## src/rtl/mem_port_scheduler_if.sv

```systemverilog
// Client-side and memory-side signal bundle for the shared memory port scheduler.
// The slave modport is the scheduler view; master is the clients/memory view.
interface mem_port_scheduler_if #(
    parameter int unsigned NUM_CLIENTS = 4,
    parameter int unsigned ADDR_WIDTH  = 32,
    parameter int unsigned DATA_WIDTH  = 32
);
    logic [NUM_CLIENTS-1:0]            requests;
    logic [NUM_CLIENTS-1:0]            req_wr;
    logic [NUM_CLIENTS*ADDR_WIDTH-1:0] req_addr;
    logic [NUM_CLIENTS*DATA_WIDTH-1:0] req_wdata;
    logic [NUM_CLIENTS-1:0]            grants;
    logic [NUM_CLIENTS-1:0]            done;
    logic [DATA_WIDTH-1:0]             rdata;
    logic                              err;
    logic                              mem_req;
    logic                              mem_wr;
    logic [ADDR_WIDTH-1:0]             mem_addr;
    logic [DATA_WIDTH-1:0]             mem_wdata;
    logic                              mem_ack;
    logic [DATA_WIDTH-1:0]             mem_rdata;

    modport slave (
        input  requests, req_wr, req_addr, req_wdata, mem_ack, mem_rdata,
        output grants, done, rdata, err, mem_req, mem_wr, mem_addr, mem_wdata
    );

    modport master (
        output requests, req_wr, req_addr, req_wdata, mem_ack, mem_rdata,
        input  grants, done, rdata, err, mem_req, mem_wr, mem_addr, mem_wdata
    );
endinterface

```

## src/rtl/mem_port_scheduler.sv

```systemverilog
// Round-robin arbiter granting one client at a time onto a single memory port,
// with an ack timeout that completes the transaction with an error flag.
module mem_port_scheduler #(
    parameter int unsigned NUM_CLIENTS = 4,
    parameter int unsigned ADDR_WIDTH  = 32,
    parameter int unsigned DATA_WIDTH  = 32,
    parameter int unsigned TIMEOUT     = 255
) (
    input  logic                  clk,
    input  logic                  rst_n,
    mem_port_scheduler_if.slave   bus
);
    localparam int unsigned IDX_W = (NUM_CLIENTS > 1) ? $clog2(NUM_CLIENTS) : 1;
    localparam int unsigned CNT_W = $clog2(TIMEOUT + 1);

    localparam logic [1:0] S_IDLE   = 2'd0;
    localparam logic [1:0] S_ACCESS = 2'd1;
    localparam logic [1:0] S_RESP   = 2'd2;

    logic [1:0]             state_q,     state_d;
    logic [NUM_CLIENTS-1:0] grants_q,    grants_d;
    logic [NUM_CLIENTS-1:0] done_q,      done_d;
    logic                   err_q,       err_d;
    logic [DATA_WIDTH-1:0]  rdata_q,     rdata_d;
    logic                   mem_req_q,   mem_req_d;
    logic                   mem_wr_q,    mem_wr_d;
    logic [ADDR_WIDTH-1:0]  mem_addr_q,  mem_addr_d;
    logic [DATA_WIDTH-1:0]  mem_wdata_q, mem_wdata_d;
    logic [CNT_W-1:0]       cnt_q,       cnt_d;
    logic [IDX_W-1:0]       win_q,       win_d;
    logic [IDX_W-1:0]       last_q,      last_d;

    logic                   hi_vld_c, lo_vld_c;
    logic [IDX_W-1:0]       hi_idx_c, lo_idx_c, pick_idx_c;
    logic                   sel_wr_c;
    logic [ADDR_WIDTH-1:0]  sel_addr_c;
    logic [DATA_WIDTH-1:0]  sel_wdata_c;

    // Round robin: lowest requester above last_q, else lowest requester overall.
    always_comb begin
        hi_vld_c = 1'b0;
        hi_idx_c = '0;
        lo_vld_c = 1'b0;
        lo_idx_c = '0;
        for (int unsigned i = 0; i < NUM_CLIENTS; i++) begin
            if (!hi_vld_c && bus.requests[i] && (IDX_W'(i) > last_q)) begin
                hi_vld_c = 1'b1;
                hi_idx_c = IDX_W'(i);
            end
            if (!lo_vld_c && bus.requests[i]) begin
                lo_vld_c = 1'b1;
                lo_idx_c = IDX_W'(i);
            end
        end
        pick_idx_c = hi_vld_c ? hi_idx_c : lo_idx_c;
    end

    always_comb begin
        sel_wr_c    = 1'b0;
        sel_addr_c  = '0;
        sel_wdata_c = '0;
        for (int unsigned i = 0; i < NUM_CLIENTS; i++) begin
            if (IDX_W'(i) == pick_idx_c) begin
                sel_wr_c    = bus.req_wr[i];
                sel_addr_c  = bus.req_addr[i*ADDR_WIDTH +: ADDR_WIDTH];
                sel_wdata_c = bus.req_wdata[i*DATA_WIDTH +: DATA_WIDTH];
            end
        end
    end

    always_comb begin
        state_d     = state_q;
        grants_d    = grants_q;
        done_d      = '0;
        err_d       = 1'b0;
        rdata_d     = rdata_q;
        mem_req_d   = mem_req_q;
        mem_wr_d    = mem_wr_q;
        mem_addr_d  = mem_addr_q;
        mem_wdata_d = mem_wdata_q;
        cnt_d       = cnt_q;
        win_d       = win_q;
        last_d      = last_q;
        case (state_q)
            S_IDLE: begin
                grants_d  = '0;
                mem_req_d = 1'b0;
                if (lo_vld_c) begin
                    state_d     = S_ACCESS;
                    grants_d    = NUM_CLIENTS'(1) << pick_idx_c;
                    win_d       = pick_idx_c;
                    mem_req_d   = 1'b1;
                    mem_wr_d    = sel_wr_c;
                    mem_addr_d  = sel_addr_c;
                    mem_wdata_d = sel_wdata_c;
                    cnt_d       = '0;
                end
            end
            S_ACCESS: begin
                // An ack arriving on the timeout cycle still completes cleanly.
                if (bus.mem_ack) begin
                    if (!mem_wr_q) rdata_d = bus.mem_rdata;
                    mem_req_d = 1'b0;
                    done_d    = grants_q;
                    state_d   = S_RESP;
                end else begin
                    cnt_d = cnt_q + CNT_W'(1);
                    if (cnt_q == CNT_W'(TIMEOUT - 1)) begin
                        mem_req_d = 1'b0;
                        done_d    = grants_q;
                        err_d     = 1'b1;
                        state_d   = S_RESP;
                    end
                end
            end
            S_RESP: begin
                grants_d = '0;
                last_d   = win_q;
                state_d  = S_IDLE;
            end
            default: begin
                state_d   = S_IDLE;
                grants_d  = '0;
                mem_req_d = 1'b0;
            end
        endcase
    end

    always_ff @(posedge clk) begin
        if (!rst_n) begin
            state_q     <= S_IDLE;
            grants_q    <= '0;
            done_q      <= '0;
            err_q       <= 1'b0;
            rdata_q     <= '0;
            mem_req_q   <= 1'b0;
            mem_wr_q    <= 1'b0;
            mem_addr_q  <= '0;
            mem_wdata_q <= '0;
            cnt_q       <= '0;
            win_q       <= '0;
            last_q      <= IDX_W'(NUM_CLIENTS - 1);
        end else begin
            state_q     <= state_d;
            grants_q    <= grants_d;
            done_q      <= done_d;
            err_q       <= err_d;
            rdata_q     <= rdata_d;
            mem_req_q   <= mem_req_d;
            mem_wr_q    <= mem_wr_d;
            mem_addr_q  <= mem_addr_d;
            mem_wdata_q <= mem_wdata_d;
            cnt_q       <= cnt_d;
            win_q       <= win_d;
            last_q      <= last_d;
        end
    end

    assign bus.grants    = grants_q;
    assign bus.done      = done_q;
    assign bus.err       = err_q;
    assign bus.rdata     = rdata_q;
    assign bus.mem_req   = mem_req_q;
    assign bus.mem_wr    = mem_wr_q;
    assign bus.mem_addr  = mem_addr_q;
    assign bus.mem_wdata = mem_wdata_q;
endmodule
```

## src/flat_wrapper.sv

```systemverilog
// flat-port wrapper written by rule: the top's interface ports become plain ports
module mem_port_scheduler_flat 
#(
    parameter int unsigned NUM_CLIENTS = 4,
    parameter int unsigned ADDR_WIDTH  = 32,
    parameter int unsigned DATA_WIDTH  = 32,
    parameter int unsigned TIMEOUT     = 255
)
  (clk, rst_n, bus_requests, bus_req_wr, bus_req_addr, bus_req_wdata, bus_mem_ack, bus_mem_rdata, bus_grants, bus_done, bus_rdata, bus_err, bus_mem_req, bus_mem_wr, bus_mem_addr, bus_mem_wdata);
  mem_port_scheduler_if #(.NUM_CLIENTS(NUM_CLIENTS), .ADDR_WIDTH(ADDR_WIDTH), .DATA_WIDTH(DATA_WIDTH)) bus_i ();
  input  logic clk;
  input  logic rst_n;
  input wire logic [$bits(bus_i.requests)-1:0] bus_requests;
  input wire logic [$bits(bus_i.req_wr)-1:0] bus_req_wr;
  input wire logic [$bits(bus_i.req_addr)-1:0] bus_req_addr;
  input wire logic [$bits(bus_i.req_wdata)-1:0] bus_req_wdata;
  input wire logic [$bits(bus_i.mem_ack)-1:0] bus_mem_ack;
  input wire logic [$bits(bus_i.mem_rdata)-1:0] bus_mem_rdata;
  output wire logic [$bits(bus_i.grants)-1:0] bus_grants;
  output wire logic [$bits(bus_i.done)-1:0] bus_done;
  output wire logic [$bits(bus_i.rdata)-1:0] bus_rdata;
  output wire logic [$bits(bus_i.err)-1:0] bus_err;
  output wire logic [$bits(bus_i.mem_req)-1:0] bus_mem_req;
  output wire logic [$bits(bus_i.mem_wr)-1:0] bus_mem_wr;
  output wire logic [$bits(bus_i.mem_addr)-1:0] bus_mem_addr;
  output wire logic [$bits(bus_i.mem_wdata)-1:0] bus_mem_wdata;
  assign bus_i.requests = bus_requests;
  assign bus_i.req_wr = bus_req_wr;
  assign bus_i.req_addr = bus_req_addr;
  assign bus_i.req_wdata = bus_req_wdata;
  assign bus_i.mem_ack = bus_mem_ack;
  assign bus_i.mem_rdata = bus_mem_rdata;
  assign bus_grants = bus_i.grants;
  assign bus_done = bus_i.done;
  assign bus_rdata = bus_i.rdata;
  assign bus_err = bus_i.err;
  assign bus_mem_req = bus_i.mem_req;
  assign bus_mem_wr = bus_i.mem_wr;
  assign bus_mem_addr = bus_i.mem_addr;
  assign bus_mem_wdata = bus_i.mem_wdata;
  mem_port_scheduler #(.NUM_CLIENTS(NUM_CLIENTS), .ADDR_WIDTH(ADDR_WIDTH), .DATA_WIDTH(DATA_WIDTH), .TIMEOUT(TIMEOUT)) u_core (.clk(clk), .rst_n(rst_n), .bus(bus_i));
endmodule
```

## config.mk

```make
export PLATFORM = sky130hd
export DESIGN_NAME = mem_port_scheduler_flat
export DESIGN_NICKNAME = d
export VERILOG_FILES = /design/src/rtl/mem_port_scheduler_if.sv /design/src/rtl/mem_port_scheduler.sv /design/src/flat_wrapper.sv
export SDC_FILE = /design/constraint.sdc
export NUM_CORES = 1
export LEC_CHECK = 0
export CELL_PAD_IN_SITES_DETAIL_PLACEMENT = 0
export CELL_PAD_IN_SITES_GLOBAL_PLACEMENT = 1
export CORE_AREA = 2 2 156 158
export DETAILED_ROUTE_END_ITERATION = 10
export DIE_AREA = 0 0 158 160
export PLACE_DENSITY = 0.95
export SYNTH_ARGS = -nofsm -noshare
export SYNTH_HDL_FRONTEND = slang
export SYNTH_SLANG_ARGS = --single-unit
```

## constraint.sdc

```tcl
create_clock -name clk -period 5.05 [get_ports clk]
set_input_delay 1.01 -clock clk [delete_from_list [all_inputs] [get_ports clk]]
set_output_delay 1.01 -clock clk [all_outputs]
set_load 0.01 [all_outputs]
```

==> summary.md <==
| Metric | Value |
|---|---|
| Total Routing Usage GR | `a little under a fifth` |
| Grt peak-use layer | `met2` |
| EDFF count, synth | `0` |
| Max-Cap Viols | `0` |
| Boundary pin count | `~410` |
| DRC errors left | `0` |
| Critical-path maximum fanout | `53` |
| Post-CTS Resized | `0` |
| Max Freq | `between 300 and 400 MHz` |
| Met3 global-route usage | `about 5.2%` |
| DR iter-0 viols | `~370` |
| Min-delay worst type | `flip-flop to flip-flop` |
| DPL Wire Length | `18100 um` |
| R2r endpoint | `u_core.bus.done[3]` |
| TritonCTS Buffers | `17` |
| Crit path to | `u_core.bus.mem_addr[22]` |
| Share of flip-flops with an asynchronous set or reset | `0%` |
| Worst hold start | `u_core.bus.mem_addr[24]` |
| Via count | `roughly 7000` |
| Antenna Nets Post-Route | `0` |
| Post-CTS Hold Fix Bufs | `0` |
| Final setup vio count | `0` |
| CP Data Required Time | `between 5000 and 6000 ps` |
| Syn_area_per_cell | `a little over 8 um^2` |
| Max clock buf depth | `2` |
| Fraction of layout cells with a size suffix above 1 | `around 6.5%` |
| Finished Cell Area | `0.0110 mm^2` |
| Ant. Diodes | `0` |
| Worst-margin pin slew | `approximately 1200 ps` |
| FF-to-FF Start | `u_core.state_q[0]` |
| Final setup TNS | `0 ps` |
| Sequential fraction of the synthesis area | `around two fifths` |
| H-tree levels | `4` |
| Clock Root Buffer | `clkbuf_16` |
| Vert. Die Dim | `around 160 um` |
| Clock skew | `9.12 ps` |
| # rows | `between 50 and 60` |
| CP startpoint | `bus_requests[0]` |
| Vias in the first global route | `6796` |
| Crit path time final | `3190 ps` |
| M1 GR Usage | `about a quarter` |
| Outcome | `complete, no violations` |
| Top cells by area, synth | `dfxtp_1 (40%), nand2_1 (10%), o21ai_0 (7.7%)` |
| R2R Setup Slk | `about 2600 ps` |
| Worst-path clk slew | `approximately 60 ps` |
| RSZ-0062 raised after global routing | `false` |
| Post-Syn Nets | `between 1000 and 1500` |
| Clk sink count | `~120` |
| Placer Congestion | `0.841` |
| Seq cells post-synth | `roughly 120` |
| Full die area | `approximately 0.025 mm^2` |
| Syn Std Cell Area | `approximately 0.0060 mm^2` |
| Worst-Skew Late Latency | `a little over 400 ps` |
| FILL cells | `around 2300` |
| FF-to-FF path depth | `4` |
| Slew Viols, Final | `0` |
| VDD IR max | `0.165 mV` |
| Area delta synth->final | `81.5%` |
| Most frequent cells in the layout | `clkdlybuf4s50_1 (404), nand2_1 (167), dfxtp_1 (121), o21ai_0 (93)` |
| Launching element type of the critical path | `input port` |
| Post-CTS setup repair buffer count | `0` |
| Pleak | `3.88 nW` |
| Worst setup EP type | `flip-flop` |
| CTS tree | `yes` |
| Placement Cell Area | `between 0.01 and 0.015 mm^2` |
| Port Buf Inserts | `405` |
| DRT Pass-1 Iters | `5` |
| Most used DFF post-synth | `dfxtp_1` |
| M2 GR Usage | `31.0%` |
| Final wirelength | `24900 um` |
| Kind of critical path | `input port to flip-flop` |
| Antenna violations before repair | `1` |
| First-pass GRT wire length | `37300 um` |
| Most common cell after layout, fill and taps aside | `clkdlybuf4s50_1` |
| Final core occ | `between 40% and 50%` |
| Starting Density | `around a quarter` |
| Avg WL per Cell | `about 17 um` |
| Vias per inst | `~4.8` |
| Post-synth top area cell | `dfxtp_1` |
| Final-stage net count | `between 1000 and 1500` |
| Final Cycle Share | `63.1%` |
| DIE WIDTH | `158 um` |
| Post-synth top area share | `between 40% and 50%` |
| Synthesized instance count | `748` |
| Largest net degree at the start of global routing | `67` |
| Hold Fails Final Rpt | `0` |
| Distinct cells, synth | `43` |
| Core area | `approximately 0.024 mm^2` |
| Slew headroom | `approximately 18%` |
| Grt total ovfl | `0` |
| Ys Warns | `0` |
| Power Density | `roughly 300 mW/mm^2` |
| Crit path arrival time | `between 3000 and 4000 ps` |
[sequential cells by signal, indices dropped and copies added, names as in the netlist]
name,cells
u_core.bus.mem_req,1
u_core.last_q,2
u_core.bus.rdata,32
u_core.bus.mem_wdata,32
u_core.bus.mem_wr,1
u_core.bus.grants,4
u_core.bus.mem_addr,32
u_core.state_q,2
u_core.cnt_q,8
u_core.bus.err,1
u_core.bus.done,4
u_core.win_q,2
[where the power goes]
part	internal (mW)	switching (mW)
Combinational	0.487	0.361
Sequential	1.04	0.0486
Clock	0.803	0.501
[worst min-delay path by stage]
stage	cells past startpoint	endpoint	slack [ps]
2_1_floorplan	2	u_core.last_q[1]	440
3_3_place_gp	2	u_core.bus.mem_addr[13]	430
3_5_place_dp	2	u_core.bus.mem_wdata[3]	440
4_1_cts	2	u_core.bus.mem_wdata[3]	450
5_1_grt	2	u_core.bus.mem_addr[24]	460
6_report	2	u_core.bus.mem_addr[24]	440
[through the flow]
step                      total power [mW]  cells  worst slack [ps]  hold WS [ps]
after global placement                1.95   1428              1480           435
after detailed placement              1.96   1428              1440           441
after CTS                             3.29   1460              1880           449
after floorplan                       1.46    748              2550           441
after global routing                  3.40   1460              1740           461
final                                 3.24   1460              1860           444
[cell families (layout without fill, tap and decap cells)]
family	after synthesis	count (layout)	synth area share, %
compound gates	274	274	29.3
xor+xnor	5	5	0.725
fa+ha+maj	2	2	0.414
buf+inv	66	454	5.10
flops	121	121	40.1
mux	44	44	8.16
simple gates	236	236	16.2
[layout make-up]
| class | instances | area [um^2] | share of cell area, % |
|---|---|---|---|
| clock inverters | 14 | 186 | 1.70 |
| repair buffers | 419 | 4150 | 37.9 |
| well taps | 324 | 405 | 3.70 |
| multi-input cells | 561 | 3340 | 30.5 |
| flip-flops and latches | 121 | 2420 | 22.1 |
| inverters | 3 | 11.3 | 0.103 |
| clock buffers | 18 | 439 | 4.01 |
[routing by layer]
metal | up-vias | routed length (um) | share of wire [%]
li1 | 3402 | - | -
met5 | - | 0 | 0
met4 | 0 | 838 | 3.4
met2 | 320 | 11900 | 48
met3 | 58 | 2000 | 8.0
met1 | 3197 | 10200 | 41
[cell usage after synthesis (2+ instances only)]
library cell / number
nand2_1: 167
dfxtp_1: 121
o21ai_0: 93
clkbuf_1: 44
o21ai_1: 42
o22ai_1: 42
a21boi_0: 36
nor2_1: 34
a2bb2oi_1: 23
o2bb2ai_1: 23
mux2_1: 22
mux2_2: 20
buf_2: 12
and2_1: 10
buf_6: 5
xor2_1: 5
nand2b_1: 4
nor3b_1: 4
inv_1: 3
nand3_1: 3
nor2b_1: 3
o2111ai_1: 3
a311o_1: 2
and2_0: 2
and3_1: 2
buf_4: 2
ha_1: 2
mux2i_1: 2
nor3_1: 2
o211ai_1: 2
[critical path, stage by stage]
cell and delay (ps):
clkdlybuf4s50_1 540, or2_4 330, a311oi_4 270, buf_4 600, mux2_2 420, o22ai_1 180
o21ai_1 80
Power figures use the tool's default switching activity.
